File: src/rtl/lsu_pkg.sv
// Shared constants, state encoding and request legality check for the load/store unit.
// Sub-word support is controlled by the LSU_SUBWORD_EN macro.
package lsu_pkg;

  localparam logic [2:0] F3_B  = 3'b000;
  localparam logic [2:0] F3_H  = 3'b001;
  localparam logic [2:0] F3_W  = 3'b010;
  localparam logic [2:0] F3_BU = 3'b100;
  localparam logic [2:0] F3_HU = 3'b101;

  // Accept-edge to resp_valid cycle counts
  localparam int LAT_LOAD      = 2;
  localparam int LAT_STORE_W   = 2;
  localparam int LAT_STORE_SUB = 3;
  localparam int LAT_ERROR     = 1;

  typedef enum logic [2:0] {
    IDLE,
    LOAD,
    STORE,
    RMW_RD,
    RMW_WR,
    RESP
  } lsu_state_e;

  // Width/alignment check only; store-specific legality is added by the caller
  function automatic logic req_is_bad(input logic [2:0] f3, input logic [1:0] a);
    logic bad;
    bad = 1'b1;
`ifdef LSU_SUBWORD_EN
    case (f3)
      F3_B, F3_BU: bad = 1'b0;
      F3_H, F3_HU: bad = a[0];
      F3_W:        bad = (a != 2'b00);
      default:     bad = 1'b1;
    endcase
`else
    bad = (f3 != F3_W) || (a != 2'b00);
`endif
    return bad;
  endfunction

endpackage

File: src/rtl/lsu_lane_align.sv
// Combinational lane logic: load extraction/extension and sub-word store merge.
// With LSU_SUBWORD_EN undefined the block reduces to word pass-through.
module lsu_lane_align
  import lsu_pkg::*;
#(
  parameter int XLEN = 32
) (
  input  logic [XLEN-1:0] ld_word,
  input  logic [XLEN-1:0] old_word,
  input  logic [XLEN-1:0] new_data,
  input  logic [1:0]      addr_lo,
  input  logic [2:0]      funct3,
  output logic [XLEN-1:0] load_data,
  output logic [XLEN-1:0] store_word
);

`ifdef LSU_SUBWORD_EN
  logic [7:0]  byte_lane;
  logic [15:0] half_lane;

  always_comb begin
    load_data  = ld_word;
    store_word = new_data;
    byte_lane  = ld_word[{addr_lo, 3'b000} +: 8];
    half_lane  = ld_word[{addr_lo[1], 4'b0000} +: 16];
    case (funct3)
      F3_B:    load_data = {{(XLEN-8){byte_lane[7]}}, byte_lane};
      F3_BU:   load_data = {{(XLEN-8){1'b0}}, byte_lane};
      F3_H:    load_data = {{(XLEN-16){half_lane[15]}}, half_lane};
      F3_HU:   load_data = {{(XLEN-16){1'b0}}, half_lane};
      default: ;
    endcase
    // Little-endian lane replacement over the word read back from memory
    case (funct3)
      F3_B: begin
        store_word = old_word;
        store_word[{addr_lo, 3'b000} +: 8] = new_data[7:0];
      end
      F3_H: begin
        store_word = old_word;
        store_word[{addr_lo[1], 4'b0000} +: 16] = new_data[15:0];
      end
      default: ;
    endcase
  end
`else
  logic unused_lane_inputs;

  assign unused_lane_inputs = ^{old_word, addr_lo, funct3};
  assign load_data          = ld_word;
  assign store_word         = new_data;
`endif

endmodule

File: src/rtl/load_store_unit.sv
// Single-outstanding load/store unit in front of a word-only data memory.
// LSU_SUBWORD_EN enables B/H/BU/HU accesses with read-modify-write stores.
module load_store_unit
  import lsu_pkg::*;
#(
  parameter int XLEN = 32
) (
  input  logic            clk,
  input  logic            reset,
  input  logic            req_valid,
  output logic            req_ready,
  input  logic            req_write,
  input  logic [2:0]      req_funct3,
  input  logic [XLEN-1:0] req_addr,
  input  logic [XLEN-1:0] req_wdata,
  output logic            resp_valid,
  output logic [XLEN-1:0] resp_rdata,
  output logic            resp_error,
  output logic [XLEN-1:0] mem_addr,
  output logic [XLEN-1:0] mem_din,
  output logic            mem_read,
  output logic            mem_write,
  input  logic [XLEN-1:0] mem_dout
);

  lsu_state_e      state_reg, state_next;
  logic [XLEN-1:0] addr_reg, wdata_reg, rdata_reg;
  logic [2:0]      funct3_reg;
  logic            error_reg;
  logic [XLEN-1:0] old_word, load_data, store_word;
  logic            accept, req_bad;

`ifdef LSU_SUBWORD_EN
  logic [XLEN-1:0] merge_reg;
  assign old_word = merge_reg;
`else
  assign old_word = '0;
`endif

  assign accept  = (state_reg == IDLE) && req_valid;
  // funct3 with bit 2 set is a load-only width
  assign req_bad = req_is_bad(req_funct3, req_addr[1:0]) || (req_write && req_funct3[2]);

  lsu_lane_align #(.XLEN(XLEN)) u_lane_align (
    .ld_word    (mem_dout),
    .old_word   (old_word),
    .new_data   (wdata_reg),
    .addr_lo    (addr_reg[1:0]),
    .funct3     (funct3_reg),
    .load_data  (load_data),
    .store_word (store_word)
  );

  always_ff @(posedge clk or negedge reset) begin
    if (!reset) begin
      state_reg  <= IDLE;
      addr_reg   <= '0;
      wdata_reg  <= '0;
      rdata_reg  <= '0;
      funct3_reg <= '0;
      error_reg  <= 1'b0;
`ifdef LSU_SUBWORD_EN
      merge_reg  <= '0;
`endif
    end else begin
      state_reg <= state_next;
      if (accept) begin
        addr_reg   <= req_addr;
        wdata_reg  <= req_wdata;
        funct3_reg <= req_funct3;
        error_reg  <= req_bad;
        rdata_reg  <= '0;
      end
      if (state_reg == LOAD) rdata_reg <= load_data;
`ifdef LSU_SUBWORD_EN
      if (state_reg == RMW_RD) merge_reg <= mem_dout;
`endif
    end
  end

  always_comb begin
    state_next = state_reg;
    req_ready  = 1'b0;
    mem_read   = 1'b0;
    mem_write  = 1'b0;
    mem_din    = '0;
    case (state_reg)
      IDLE: begin
        req_ready = 1'b1;
        if (req_valid) begin
          if (req_bad)                    state_next = RESP;
          else if (!req_write)            state_next = LOAD;
          else if (req_funct3 == F3_W)    state_next = STORE;
`ifdef LSU_SUBWORD_EN
          else                            state_next = RMW_RD;
`else
          else                            state_next = STORE;
`endif
        end
      end
      LOAD: begin
        mem_read   = 1'b1;
        state_next = RESP;
      end
      STORE: begin
        mem_write  = 1'b1;
        mem_din    = store_word;
        state_next = RESP;
      end
`ifdef LSU_SUBWORD_EN
      RMW_RD: begin
        mem_read   = 1'b1;
        state_next = RMW_WR;
      end
      RMW_WR: begin
        mem_write  = 1'b1;
        mem_din    = store_word;
        state_next = RESP;
      end
`endif
      RESP:    state_next = IDLE;
      default: state_next = IDLE;
    endcase
  end

  assign mem_addr   = (mem_read || mem_write) ? {addr_reg[XLEN-1:2], 2'b00} : '0;
  assign resp_valid = (state_reg == RESP);
  assign resp_rdata = resp_valid ? rdata_reg : '0;
  assign resp_error = resp_valid && error_reg;

endmodule

File: config.mk
export PLATFORM = sky130hd
export DESIGN_NAME = load_store_unit
export DESIGN_NICKNAME = d
export VERILOG_FILES = /design/src/rtl/lsu_pkg.sv /design/src/rtl/lsu_lane_align.sv /design/src/rtl/load_store_unit.sv
export SDC_FILE = /design/constraint.sdc
export NUM_CORES = 1
export LEC_CHECK = 0
export BUFFER_PORTS_ARGS = -buffer_cell sky130_fd_sc_hd__buf_4
export CORE_UTILIZATION = 30
export DETAILED_ROUTE_END_ITERATION = 8
export GPL_ROUTABILITY_DRIVEN = 0
export HOLD_SLACK_MARGIN = 0.05
export SETUP_SLACK_MARGIN = 0.05
export SYNTH_ARGS = -nofsm -noshare
export SYNTH_HDL_FRONTEND = slang
export SYNTH_SLANG_ARGS = --single-unit
File: constraint.sdc
create_clock -name clk -period 1.9 [get_ports clk]
set_input_delay 0.57 -clock clk [delete_from_list [all_inputs] [get_ports clk]]
set_output_delay 0.57 -clock clk [all_outputs]
set_load 0.005 [all_outputs]
## Word-level counts from Yosys, hierarchy flattened

Cells that the tools add are included.

- Register bits: 100
- Bits of input ports: 103

- Equality and inequality tests: 5
- Mux-type cells: 12
- Reduce and logical (&&, ||, !) cells: 10

Operator list:

| operator | number |
|---|---|
| two-way mux 32 bit | 5 |
| two-way mux 3 bit | 2 |
| one-hot mux 3 bit (2 select lines) | 1 |
| nonzero test 2 bit | 2 |
| == test 3 x 1 -> 1 bit, second input constant | 1 |
| == test 3 x 2 -> 1 bit, second input constant | 1 |
| == test 3 bit, second input constant | 1 |
| logical AND 1 bit | 3 |
| logical NOT 3 bit | 1 |
| logical OR 1 bit | 3 |
| two-way mux 1 bit | 3 |
| != test 3 x 2 -> 1 bit, second input constant | 1 |
| two-way mux 2 bit | 1 |
| != test 2 bit, second input constant | 1 |
| OR reduction 2 bit | 1 |

## Depth between registers and ports, before layout

- Depth in word-level cells: 6
- Mapped depth: 7
- Depth with buffers taken out: 4

## By module

Synthesis repeated with hierarchy kept, for this count alone.

- Cell total of the unflattened synthesis: 474
- Area, all modules: 5127.4 um^2

Modules (own cells, without submodules):

| module | times used | cells each | area an instance (um^2) |
|---|---|---|---|
| load_store_unit | 1 | 410 | 4647.0 |
| lsu_lane_align | 1 | 64 | 480.5 |

## Least setup slack after synthesis

Ideal clock, no wire load.

- Kind: reg-to-output
- From: register state_reg[2]
- To: output mem_din[22]
- Arrival: 1.277 ns
- Path slack: 0.053 ns
- Cell stages (with the launch flop): 5
- Cell sequence: dfrtp_1 -> buf_2 -> nor3b_1 -> clkbuf_1 -> and2_1

- Cells in the longest elaborated chain, start to end: 2

Ends and longest elaborated chain:

| item | line | text |
|---|---|---|
| start: declaration | load_store_unit.sv:26 | `lsu_state_e state_reg, state_next;` |
| start signal: assignment | load_store_unit.sv:66 | `state_reg <= state_next;` |
| == test 3 x 2 -> 1 bit | load_store_unit.sv:87 | `case (state_reg)` |
| two-way mux 32 bit | load_store_unit.sv:87 |  |
| end: declaration | load_store_unit.sv:20 | `output logic [XLEN-1:0] mem_din,` |

Every way passes these cells.

## Worst setup path in the final report

- From: register state_reg[1]
- To: output resp_rdata[8]

- Cells in the longest elaborated chain, start to end: 2

Ends and longest elaborated chain:

| item | line | text |
|---|---|---|
| == test 3 bit | load_store_unit.sv:127 | `assign resp_valid = (state_reg == RESP);` |
| two-way mux 32 bit | load_store_unit.sv:128 | `assign resp_rdata = resp_valid ? rdata_reg : '0;` |
| end: declaration | load_store_unit.sv:17 | `output logic [XLEN-1:0] resp_rdata,` |

Every way passes these cells.

==> impl_results.md <==
* Run status: finished with violations
* Failing checks: negative setup slack
* Layout Nets at 722
* Portion of the clock cycle consumed by the worst path in the final layout at 1.154
* Via Count at 3635
* Area grow syn2layout at 64.78%
* Path class of the lowest-slack min-delay path: input port to async pin
* Maximum resistive drop on vdd at 0.0005737 V
* Post-Syn Instances at 398
* Top fanout value on the critical path at 17
* Post-synth top area cell: sky130_fd_sc_hd__dfrtp_1
* Clk Latency, worst-skew pair at 350 ps
* Overall routed net length at 12250 um
* Clock transition at the register clock pins on the worst setup and hold paths after CTS at 60 ps
* Global-route congestion overflow total at 0
* Total of fill cells in the finished design at 1316
* Iteration-0 DRC count of the detailed router at 140
* Achievable clock frequency at 456.2 MHz
* Number of hold buffers added after CTS at 0
* Predominant post-synthesis flop cell: sky130_fd_sc_hd__dfrtp_1
* Most common library cells after synthesis: sky130_fd_sc_hd__dfrtp_1, sky130_fd_sc_hd__and2_1, sky130_fd_sc_hd__nand2_1, sky130_fd_sc_hd__mux2_2, sky130_fd_sc_hd__o21ai_0
* DP Area at 0.006245 mm^2
* Total number of clock tree sinks at 98
* Number of max-slew violations in the final report at 0
* Aggregate global-route resource usage at 0.1526
* Vias in the first global route at 3446
* Final cell area excluding filler cells at 0.007295 mm^2
* Number of maximum-capacitance violations at 0
* Number of antenna violations at the first check in global routing at 0
* First-pass iteration count of the detailed router at 6
* Total instance count after detailed placement at 775
* Die span in y at 123.5 um
* Post-detailed-placement half-perimeter wirelength at 8064 um
* Buffer cell driving the clock tree root: sky130_fd_sc_hd__clkbuf_16
* Number of distinct library cells after synthesis at 23
* Ant diodes at 0
* RSZ-0062 raised after global routing: yes
* Count of placed standard cells in the final layout, fillers left out at 808
* TritonCTS clock tree: yes
* TritonCTS buffer count at 9
* Synthesized area divided by synthesized cell count at 11.12 um^2
* Detail-routed via count per cell at 4.499
* Fraction of layout cells with a size suffix above 1 at 0.5673
* Critical path capture point type: output port
* Crit path DAT at 1620 ps
* Floorplan die width at 123.5 um
* Worst-case clock buffer depth at 2
* Initial core utilization at 0.3057
* Clock tree skew after final layout at 8.093 ps
* Post-synthesis sequential area ratio at 0.5540
* Leakage power summed over all cells at 0.003515 uW
* Cell with the most instances after synthesis: sky130_fd_sc_hd__dfrtp_1
* Biggest area contributors in the synthesized netlist: sky130_fd_sc_hd__dfrtp_1, sky130_fd_sc_hd__and2_1, sky130_fd_sc_hd__mux2_2
* Global-route wire length before repair at 17550 um
* Startpoint type of the worst setup path: register
* Flip-flop and latch count after synthesis at 98
* PwrDens at 1302 mW/mm^2
* Async S/R FF share, synth at 1.000
* Final hold slack at 132.2 ps
* H-tree depth at 3
* Crit path time final at 2192 ps
* Yosys Warn Count at 0
* Synth Cell Area at 0.004427 mm^2
* Average detailed-routed wire length per instance at 15.16 um
* Total core area at 0.01448 mm^2
* Boundary pin count at 204
* Site Rows at 44
* Required time reported for the critical path endpoint at 1330 ps
* Post-DRT Antenna Nets at 0
* DIE AREA at 0.01525 mm^2
* Maximum number of pins on one net before global-route repair at 52
* Final number of hold-violating endpoints at 0
* Post-synth EDFFs at 0
* Number of port buffers at 201
* Final number of setup-violating endpoints at 99
* Worst setup path class: register to output port
* Final routed DRC violation total at 0
* Least setup slack across all paths after layout at -291.9 ps
* Post-synth top area share at 0.5540
## kinds of logic after synthesis
family / synth area share
flip-flops: 0.5540
multiplexers: 0.1577
AND/OR/NAND/NOR: 0.2094
buffers and inverters: 0.03589
AO/OA/AOI/OAI: 0.04013
XOR/XNOR: 0.001979
other: 0.0008471
## path summary, 6_finish.rpt
kind / to / depth (start not counted) / start / slack, ps
max in group asynchronous: state_reg[0] / 2 / reset / 1120
min in group clk: rdata_reg[7] / 3 / mem_dout[7] / 420
max reg2reg: wdata_reg[31] / 6 / state_reg[2] / 100
min reg2reg: addr_reg[2] / 1 / addr_reg[2] / 480
min: addr_reg[8] / 1 / reset / 130
max: resp_rdata[8] / 4 / state_reg[1] / -290
## critical path, cell delays in order (launching register included)
cell and delay [ps]:
sky130_fd_sc_hd__dfrtp_2 440, sky130_fd_sc_hd__and3b_2 390, sky130_fd_sc_hd__clkbuf_16 210, sky130_fd_sc_hd__and2_4 150, sky130_fd_sc_hd__buf_6 80
## layer usage
layer	part of all wire	vias to the layer above	track usage
met5	0	-	0
met4	0.019	0	0.07530
met3	0.065	16	0.04151
met2	0.50	131	0.2406
met1	0.42	1754	0.1925
li1	-	1734	-
## per-stage QoR
step	TNS, ps	utilization	setup slack (ps)	power [uW]
after CTS	-22790	0.4704	-315.9	9083
after global routing	-30510	0.5038	-363.4	10130
after floorplan	0	-	52.88	5320
final	-23110	0.5038	-291.9	9498
after global placement	-6.329	0.4313	-3.402	6657
after detailed placement	-9.240	0.4313	-4.508	6773
## report_power, final
group | internal [uW] | switching [uW]
sequential | 3080 | 517
clock | 1330 | 789
combinational | 2240 | 1540
## cell type report
class                      count  area, um^2  area share
sequential                    98        2456      0.3367
timing repair buffer         238        2241      0.3072
multi-input combinational    271        2012      0.2758
clock buffer                  10       239.0     0.03276
tap                          184       230.2     0.03156
clock inverter                 6       112.6     0.01544
inverter                       1       3.754   0.0005146
## timing repair
action,CTS,global route
pin swaps,16,36
setup buffers,7,1
gates cloned,1,9
gates resized for setup,50,86
endpoints found under the setup margin,99,143
## placed cells by master (no fill, tap or decap)
master                        n
sky130_fd_sc_hd__buf_4      161
sky130_fd_sc_hd__mux2_2      29
sky130_fd_sc_hd__inv_6        1
sky130_fd_sc_hd__nor3b_4      1
sky130_fd_sc_hd__and2_4      50
sky130_fd_sc_hd__buf_8        2
sky130_fd_sc_hd__a21oi_1      1
sky130_fd_sc_hd__o21ai_1      5
sky130_fd_sc_hd__and3b_2      1
sky130_fd_sc_hd__or3b_4       1
sky130_fd_sc_hd__dfrtp_1     95
sky130_fd_sc_hd__nor3_4       1
sky130_fd_sc_hd__buf_12       7
sky130_fd_sc_hd__nand2_1     65
sky130_fd_sc_hd__and2_1      46
sky130_fd_sc_hd__nor3b_1      1
sky130_fd_sc_hd__xnor2_1      1
sky130_fd_sc_hd__or4b_2       1
sky130_fd_sc_hd__mux2_4      11
sky130_fd_sc_hd__bufinv_16    3
sky130_fd_sc_hd__clkinv_4     1
sky130_fd_sc_hd__clkbuf_8     1
sky130_fd_sc_hd__buf_6       61
sky130_fd_sc_hd__conb_1       2
sky130_fd_sc_hd__o22ai_1      2
sky130_fd_sc_hd__dfrtp_2      3
sky130_fd_sc_hd__clkinv_2     1
sky130_fd_sc_hd__nor2_1       3
sky130_fd_sc_hd__mux2_1      22
sky130_fd_sc_hd__clkbuf_16   16
sky130_fd_sc_hd__inv_2        1
sky130_fd_sc_hd__o21ai_0     27
sky130_fd_sc_hd__nor4b_4      1
(Power assumes the default switching activity.)
